### config.mk
export PLATFORM = sky130hd
export DESIGN_NAME = pointer_basic_feeder
export DESIGN_NICKNAME = d
export VERILOG_FILES = /design/src/rtl/pointer_basic_feeder.sv
export SDC_FILE = /design/constraint.sdc
export NUM_CORES = 1
export LEC_CHECK = 0
export ABC_AREA = 1
export CAP_MARGIN = 40
export CORE_MARGIN = 2
export CORE_UTILIZATION = 50
export CTS_BUF_LIST = sky130_fd_sc_hd__clkbuf_4 sky130_fd_sc_hd__clkbuf_8
export CTS_CLUSTER_SIZE = 20
export DETAILED_ROUTE_END_ITERATION = 12
export PLACE_DENSITY = 0.73
export SLEW_MARGIN = 15
export SYNTH_ARGS = -nofsm -noshare
export SYNTH_HDL_FRONTEND = slang
export SYNTH_SLANG_ARGS = --single-unit
### constraint.sdc
create_clock -name ap_clk -period 3.1 [get_ports ap_clk]
set_input_delay 0.93 -clock ap_clk [delete_from_list [all_inputs] [get_ports ap_clk]]
set_output_delay 0.93 -clock ap_clk [all_outputs]
set_load 0.01 [all_outputs]
### src/rtl/pointer_basic_feeder.sv
// Upstream feeder for the pointer_basic HLS core: buffers stream samples in a small FIFO
// and runs one ap_ctrl_hs invocation per sample, presenting it on the ap_hs d_i port.
module pointer_basic_feeder #(
    parameter int DW    = 32,
    parameter int DEPTH = 4
) (
    input  logic                         ap_clk,
    input  logic                         ap_rst_n,
    input  logic [DW-1:0]                s_data,
    input  logic                         s_valid,
    output logic                         s_ready,
    output logic                         ap_start,
    input  logic                         ap_ready,
    output logic [DW-1:0]                d_i,
    output logic                         d_i_ap_vld,
    input  logic                         d_i_ap_ack,
    output logic [$clog2(DEPTH+1)-1:0]   fifo_level,
    output logic [31:0]                  issued_cnt
);

    localparam int AW = $clog2(DEPTH);
    localparam int LW = $clog2(DEPTH+1);

    typedef enum logic [1:0] {
        IDLE     = 2'd0,
        ISSUE    = 2'd1,
        WAIT_RDY = 2'd2,
        WAIT_ACK = 2'd3
    } state_t;

    state_t          state;
    state_t          state_next;
    logic            load;
    logic            complete;
    logic            push;
    logic            pop;
    logic [AW-1:0]   wr_ptr;
    logic [AW-1:0]   rd_ptr;
    logic [DW-1:0]   mem [DEPTH];

    // Space is judged on the registered level only, so a same-cycle pop never frees a slot.
    assign s_ready = (fifo_level != LW'(DEPTH));
    assign push    = s_valid && s_ready;
    assign pop     = d_i_ap_vld && d_i_ap_ack;

    always_ff @(posedge ap_clk) begin
        if (push) begin
            mem[wr_ptr] <= s_data;
        end
    end

    always_ff @(posedge ap_clk or negedge ap_rst_n) begin
        if (!ap_rst_n) begin
            wr_ptr     <= '0;
            rd_ptr     <= '0;
            fifo_level <= '0;
        end else begin
            if (push) begin
                wr_ptr <= wr_ptr + AW'(1);
            end
            if (pop) begin
                rd_ptr <= rd_ptr + AW'(1);
            end
            if (push && !pop) begin
                fifo_level <= fifo_level + LW'(1);
            end else if (pop && !push) begin
                fifo_level <= fifo_level - LW'(1);
            end
        end
    end

    // The two handshakes retire independently; the invocation completes when the second one lands.
    always_comb begin
        state_next = state;
        load       = 1'b0;
        complete   = 1'b0;
        case (state)
            IDLE: begin
                if (fifo_level != '0) begin
                    state_next = ISSUE;
                    load       = 1'b1;
                end
            end
            ISSUE: begin
                if (ap_ready && d_i_ap_ack) begin
                    state_next = IDLE;
                    complete   = 1'b1;
                end else if (d_i_ap_ack) begin
                    state_next = WAIT_RDY;
                end else if (ap_ready) begin
                    state_next = WAIT_ACK;
                end
            end
            WAIT_RDY: begin
                if (ap_ready) begin
                    state_next = IDLE;
                    complete   = 1'b1;
                end
            end
            WAIT_ACK: begin
                if (d_i_ap_ack) begin
                    state_next = IDLE;
                    complete   = 1'b1;
                end
            end
            default: begin
                state_next = IDLE;
            end
        endcase
    end

    always_ff @(posedge ap_clk or negedge ap_rst_n) begin
        if (!ap_rst_n) begin
            state      <= IDLE;
            ap_start   <= 1'b0;
            d_i_ap_vld <= 1'b0;
            d_i        <= '0;
            issued_cnt <= '0;
        end else begin
            state      <= state_next;
            ap_start   <= (state_next == ISSUE) || (state_next == WAIT_RDY);
            d_i_ap_vld <= (state_next == ISSUE) || (state_next == WAIT_ACK);
            if (load) begin
                d_i <= mem[rd_ptr];
            end
            if (complete) begin
                issued_cnt <= issued_cnt + 32'd1;
            end
        end
    end

endmodule

-- Yosys cells after proc, flatten, opt, wreduce, memory -nomap -nowiden
Memories as Yosys holds them, arrays and structs flattened. A register that Yosys moved wholly into a read port is not among the register bits.
Cells that the tools add are included.
- bits in registers: 43
- RAM bits: 128
- bits of input ports: 37
- output and inout port bits: 70
- word-level logic and storage cells: 50
- memories kept: 1
- add/subtract/negate cells: 5
- equal/unequal tests: 7
- muxes and demuxes: 17
- reduce and logical (&&, ||, !) cells: 13
- memory list (memory ; depth ; bits a word ; read ports ; clocked after Yosys merged registers in ; wr ports ; line ; RTL):
    mem ; 4 ; 32 ; 1 ; 1 ; 1 ; 39 ; logic [DW-1:0] mem [DEPTH];
- operators by type and width (operator ; count):
    $add 32x1->32 const B ; 1
    $mux 2 ; 6
    $eq 2x2->1 const B ; 4
    $pmux 2 s4 ; 1
    $mux 1 ; 7
    $mux 3 ; 2
    $logic_and 1x1->1 ; 5
    $add 2x1->2 const B ; 2
    $eq 2x1->1 const B ; 2
    $add 3x1->3 const B ; 1
    $logic_not 1->1 ; 3
    $ne 3x3->1 const B ; 1
    $pmux 1 s3 ; 1
    $reduce_bool 3->1 ; 1
    $sub 3x1->3 const B ; 1
    $logic_not 2->1 ; 1
    $logic_or 1x1->1 ; 2
    $reduce_bool 2->1 ; 1

-- Logic depth before layout (Yosys ltp)
Gate-level depths: netlist (run 1).
- depth in word-level cells: 6
- mapped depth: 10
- mapped depth without buffers: 10

-- Least setup slack after synthesis (run 1)
Ideal clock, no wire load.
- path kind: input -> register
- start: input port s_valid
- end: memory mem[0][0] (enable)
- setup time: 421 ps
- arrival: 2428 ps
- data required time: 2679 ps
- path slack: 251 ps
- cell stages on the path: 2
- buffers on the path: 0
- cells stage by stage: nand2_1 -> nor2_1
- longest elaborated chain between the ends: 3
- RTL lines (element ; line ; RTL):
    start: declaration ; 10 ; input logic s_valid,
    $logic_and 1x1->1 ; 43 ; assign push = s_valid && s_ready;
    $mux 1 ; 47 ; if (push) begin
    $mux 1 (implied by the code) ; 48 ; mem[wr_ptr] <= s_data;
    end: declaration ; 39 ;
Every way passes these cells.

-- Final worst setup path (run 1)
- start: register fifo_level[0]
- end: output port s_ready
- longest elaborated chain between the ends: 1
- RTL lines (element ; line ; RTL):
    start: declaration ; 17 ; output logic [$clog2(DEPTH+1)-1:0] fifo_level,
    start signal: assignment ; 65 ; fifo_level <= fifo_level + LW'(1);
    start signal: assignment ; 67 ; fifo_level <= fifo_level - LW'(1);
    $ne 3x3->1 ; 42 ; assign s_ready = (fifo_level != LW'(DEPTH));
    end: declaration ; 11 ; output logic s_ready,
Every way passes these cells.

==> results.toml, run 1 <==
[worst_setup_path]
rrSetupSlack_ns = 1.15
cp_slowest_cell = "clkdlybuf4s50_1"
cp.depth = 3
crit_buf_inv = 1
critical_path_class = "flop to primary output"
worstPathCellList = "nor2_1 > nand2_1 > clkdlybuf4s50_1"
critPathRequiredTime_ns = 2.17
crit_arrival_ns = 1.74
crit_end = "s_ready"
slowest_delay_ns = 0.55
crit_fanout = 5
crit_start = "fifo_level[0]"
r2r-start = "fifo_level[0]"
timing.rr.end = "fifo_level[1]"
endpoint_kind = "primary output"
critical-path-top-delay-family = "buffers and inverters"
start_kind = "flop"
reg2reg_depth = 8

[timing]
worstMarginPinSlew_ns = 0.729
post-route-period-util = 0.862
drv_slew = 0
maxSlewHeadroom = 0.514
setup_viol = 0
post-route-min-period_ns = 2.67
rsz0062_at_grt = "no"
setup_tns_ns = 0
fmax_mhz = 374
finalHoldViolCount = 0
finClkSkew_ns = 0.0128

[die]
core_area_um2 = 16000
die_area_um2 = 17500
dieWidth_um = 132
start_util = 0.514
row_count = 46
top_level_ports = 107
die_h_um = 132

[logic_synthesis]
yosysTopAreaCellShare = 0.468
synth_commonest_cells = "nor2_1, edfxtp_1, nand2_1"
synth_area_um2 = 8220
yosysWarningCount = 0
yosysSeqAreaShare = 0.693
yosysMostFrequentCell = "nor2_1"
synthDistinctLibCells = 27
synth_top_cell_by_area = "edfxtp_1"
ys_ff_latch = 202
syn_avg_cell_area_um2 = 11.1
synth_area_leaders = "edfxtp_1, dfrtp_1, nor2_1"
netlist_instances = 738
synth_fp_nets = 782
synth-edff-count = 128
async_flop_share = 0.366
ys.flop_type = "edfxtp_1"

[route]
routedWlPerCell_um = 16.5
drc_errors = 0
post_drt_via_cell_ratio = 5.28
drt_iter0_markers = 411
drtPass1Iterations = 4
vias = 5822
ant_nets = 0
routed_wl_mm = 18.2

[clock_network]
cts_root_buf = "clkbuf_8"
postCtsHoldBufs = 0
clkLatencyLatePin_ns = 0.57
cts_buffers = 31
cts-htree-levels = 1
clock-sinks = 202
cts_tree = "done"
cts.path.max_buffers = 3
cts.reportedPaths.clkPinSlew_ns = 0.07
post_cts_buffers = 0
cts-resized-gates = 0

[cells_and_area]
fin_util = 0.646
fillers = 1255
antenna-diode-count = 0
stdcell_count = 1102
synthToLayoutAreaGrowth_pct = 25.7
final_nets = 905
drive_above_1_share = 0.0993

[placed_design]
dp.cells = 1044
portBuffers = 106
dp_hpwl_mm = 10.8
gp_congestion = 0.831

[global_routing]
antenna_found_initial = 0
grt_usage = 0.208
grt_pass1_vias = 5926
grt_max_degree = 66
grt_pass1_wl_mm = 29.0
grt-ovfl-total = 0

[power_and_ir_drop]
p_leak_nw = 3.98
irDropWorstVdd_v = 0.000512
power_density_nw_per_um2 = 910

[hold_path]
min_path_type = "input port to asynchronous set/reset pin"

[job]
max_cap_viol_count = 0

[run_status]
status = "completed"
## cell type report
| cell class | instances | area (µm²) | area share |
|---|---|---|---|
| timing repair buffer | 118 | 1230 | 0.119 |
| clock buffer | 35 | 482 | 0.0466 |
| multi-input combinational | 457 | 2240 | 0.217 |
| sequential | 202 | 5700 | 0.551 |
| clock inverter | 23 | 221 | 0.0214 |
| tap | 216 | 270 | 0.0262 |
| inverter | 51 | 191 | 0.0185 |
## stage by stage
| stage | instance area, µm² | setup WS [ns] | hold WS, ns | power, W |
|---|---|---|---|---|
| floorplan | 8220 | 0.251 | 0.522 | 0.00566 |
| global placement | 9580 | 0.450 | 0.483 | 0.00684 |
| detailed placement | 9630 | 0.437 | 0.491 | 0.00701 |
| CTS | 10300 | 0.408 | 0.221 | 0.00948 |
| global route | 10300 | 0.360 | 0.223 | 0.00996 |
| finish | 10300 | 0.427 | 0.235 | 0.00940 |
## layout by cell type (no fill, tap or decap), types with 19 or more instances in the layout
master and count:
a31oi_1 32, clkbuf_8 35, clkdlybuf4s50_1 105, dfrtp_1 73, edfxtp_1 128, inv_1 49
nand2_1 78, nand3_1 19, nor2_1 196, o21ai_0 69
## flip-flops by register name, summed over array words and instances (netlist names)
name	count
mem	128
d_i	32
issued_cnt	32
fifo_level	3
rd_ptr	2
wr_ptr	2
ap_start	1
d_i_ap_vld	1
state	1
## cells by family after synthesis
family,after synthesis,share of synthesized area
fa+ha+maj,7,0.0116
buf+inv,79,0.0391
flops,202,0.693
xor+xnor,24,0.0256
compound gates,102,0.0670
simple gates,323,0.163
mux,1,0.00137
## where the power goes
part           internal, W  switching, W
Sequential         0.00357      0.000323
Clock              0.00139       0.00106
Combinational      0.00124       0.00182
## metal layers
| metal | share of wire | up-vias | global-route usage |
|---|---|---|---|
| met1 | 0.41 | 2851 | 0.252 |
| met5 | 0 | - | 0 |
| met3 | 0.066 | 32 | 0.0458 |
| met2 | 0.51 | 195 | 0.370 |
| met4 | 0.020 | 0 | 0.0687 |
| li1 | - | 2744 | - |
## worst min path at each step
stage | from | endpoint | slack, ns | cells after the start
finish | ap_rst_n | issued_cnt[5] | 0.23 | 1
floorplan | issued_cnt[31] | issued_cnt[31] | 0.52 | 2
global placement | issued_cnt[25] | issued_cnt[25] | 0.48 | 1
detailed placement | issued_cnt[25] | issued_cnt[25] | 0.49 | 1
CTS | ap_rst_n | d_i[5] | 0.22 | 1
global route | ap_rst_n | fifo_level[1] | 0.22 | 1
(Power assumes the default switching activity.)
==> run 2: changes to the inputs <==
--- a/config.mk
+++ b/config.mk
@@ -6,13 +6,14 @@
 export NUM_CORES = 1
 export LEC_CHECK = 0
 export ABC_AREA = 1
-export CAP_MARGIN = 40
+export CAP_MARGIN = 15
 export CORE_MARGIN = 2
 export CORE_UTILIZATION = 50
 export CTS_BUF_LIST = sky130_fd_sc_hd__clkbuf_4 sky130_fd_sc_hd__clkbuf_8
 export CTS_CLUSTER_SIZE = 20
 export DETAILED_ROUTE_END_ITERATION = 12
-export PLACE_DENSITY = 0.73
+export PLACE_DENSITY = 0.76
+export SKIP_CTS_REPAIR_TIMING = 1
 export SLEW_MARGIN = 15
 export SYNTH_ARGS = -nofsm -noshare
 export SYNTH_HDL_FRONTEND = slang
==> constraint.sdc (replaced) <==
create_clock -name ap_clk -period 2.42 [get_ports ap_clk]
set_input_delay 0.726 -clock ap_clk [delete_from_list [all_inputs] [get_ports ap_clk]]
set_output_delay 0.726 -clock ap_clk [all_outputs]
set_load 0.01 [all_outputs]
==> run 2 against run 1 <==
  * Final cell count grew 0.36%
  * Critical endpoint is now issued_cnt[22]
  * Setup slack worse by 0.30 ns
  * Combinational power up 27%
  * Critical path depth decreased by 2
  * Cell area is essentially flat
  * Die area did not move
  * Sequential cell count is the same
  * First-iteration DRC count is 18% lower
  * Non-clock buffer count is 6 higher
==> results.toml, run 2 (synthesis results as in run 1) <==
[worst_setup_path]
endpoint_kind = "primary output"
crit_fanout = 6
critical-path-top-delay-family = "buffers and inverters"
critPathRequiredTime_ns = 1.69
rrSetupSlack_ns = 0.59
crit_buf_inv = 1
slowest_delay_ns = 0.58
worstPathCellList = "clkdlybuf4s50_1"
cp_slowest_cell = "clkdlybuf4s50_1"
critical_path_class = "flop to primary output"
crit_arrival_ns = 1.57
crit_start = "issued_cnt[22]"
start_kind = "flop"
r2r-start = "fifo_level[0]"

[timing]
rsz0062_at_grt = "no"
drv_slew = 0
setup_tns_ns = 0
finClkSkew_ns = 0.0109
worstMarginPinSlew_ns = 0.719
hold_ws_ns = 0.113
finalHoldViolCount = 0
post-route-period-util = 0.947
maxSlewHeadroom = 0.521
fmax_mhz = 436
setup_viol = 0
post-route-min-period_ns = 2.29

[power_and_ir_drop]
clock_power_share = 0.249
p_comb_frac = 0.330
p_seq_frac = 0.422
p_leak_nw = 4.00
power_w = 0.0118
switching_share = 0.332
p_switching_w = 0.00393
intPower_w = 0.00789
irDropWorstVdd_v = 0.000711
power_density_nw_per_um2 = 1140

[cells_and_area]
synthToLayoutAreaGrowth_pct = 25.8
top_register = "mem"
drive_above_1_share = 0.108
final_common_cell = "nor2_1"
fillers = 1283
antenna-diode-count = 0
top_regs = "mem: 128 flops, d_i: 32 flops, issued_cnt: 32 flops"
stdcell_area_um2 = 10300
largest_register_ffs = 128
stdcell_count = 1106
final_nets = 911
final_cell_mix = "nor2_1, edfxtp_1, clkdlybuf4s50_1"

[placed_design]
dp_hpwl_mm = 10.6
place_area_um2 = 9670
dp.cells = 1050
portBuffers = 106
gp_congestion = 0.848

[clock_network]
cts-htree-levels = 1
cts.reportedPaths.clkPinSlew_ns = 0.06
cts_root_buf = "clkbuf_8"
cts_tree = "done"
cts.path.max_buffers = 3
cts_buffers = 31
clock-sinks = 202
clkLatencyLatePin_ns = 0.54

[global_routing]
grt_pass1_vias = 5561
grt-ovfl-total = 0
grt_pass1_wl_mm = 28.0
grt_usage = 0.200
grt_max_degree = 66
antenna_found_initial = 0

[route]
drc_errors = 0
post_drt_via_cell_ratio = 5.12
vias = 5661
drtPass1Iterations = 7
routed_wl_mm = 17.2
routedWlPerCell_um = 15.6
drt_iter0_markers = 335
ant_nets = 0

[die]
core_area_um2 = 16000
die_h_um = 132
top_level_ports = 107
die_area_um2 = 17500
row_count = 46
start_util = 0.514
dieWidth_um = 132

[hold_path]
min_path_type = "input port to asynchronous set/reset pin"

[run_status]
status = "completed"

[job]
max_cap_viol_count = 0
run 2: cell types whose count changed in the layout (fill, tap and decap cells not counted), moves of 2 or more:
cell / previous run / this run
clkbuf_4: 0 / 7
clkinv_2: 12 / 6
dfrtp_2: 1 / 3
buf_4: 7 / 13
clkbuf_8: 35 / 40
clkinvlp_4: 2 / 0
dfrtp_1: 73 / 71
clkinv_1: 4 / 2
bufinv_16: 4 / 1
run 2: metrics by stage:
step	util	worst slack, ns
global placement	0.604	0.0257
floorplan	-	-0.225
CTS	0.646	-0.0378
finish	0.646	0.128
global route	0.646	0.0435
detailed placement	0.604	0.00822
run 2: worst paths after layout:
| check | endpoint | cells after the start |
|---|---|---|
| min in group ap_clk | issued_cnt[25] | 1 |
| max in group asynchronous | fifo_level[1] | 2 |
| hold / removal | issued_cnt[9] | 1 |
| setup / recovery | issued_cnt[22] | 1 |
| setup reg to reg | fifo_level[1] | 8 |
| hold reg to reg | issued_cnt[25] | 1 |
run 2: area by class of cell:
type	instances	area [µm²]	share of cell area
flip-flops and latches	202	5700	0.551
multi-input cells	457	2240	0.217
repair buffers	124	1270	0.123
clock buffers	47	603	0.0583
well taps	216	270	0.0261
inverters	51	191	0.0185
clock inverters	9	67.6	0.00653
run 2: worst reg2reg max path, stage by stage (launching register included):
cell	delay (ns)
dfrtp_2	0.45
nor2_1	0.11
nand2_1	0.07
nand2_1	0.08
inv_1	0.06
ha_1	0.19
inv_1	0.09
fa_1	0.41
mux2_2	0.27
run 2: layer usage:
metal  GRT usage  routed length, µm  part of all wire
met5           0                  0                 0
met4      0.0597                240             0.014
met3      0.0461               1270             0.074
met2       0.335               8250              0.48
met1       0.262               7490              0.43
run 2: power by group through the flow:
stage | registers [W] | logic, W | clock network [W]
2_1_floorplan | 0.00513 | 0.00212 | 0
3_5_place_dp | 0.00504 | 0.00393 | 0
6_report | 0.00498 | 0.00390 | 0.00294
4_1_cts | 0.00499 | 0.00395 | 0.00300
5_1_grt | 0.00507 | 0.00434 | 0.00317
3_3_place_gp | 0.00503 | 0.00382 | 0
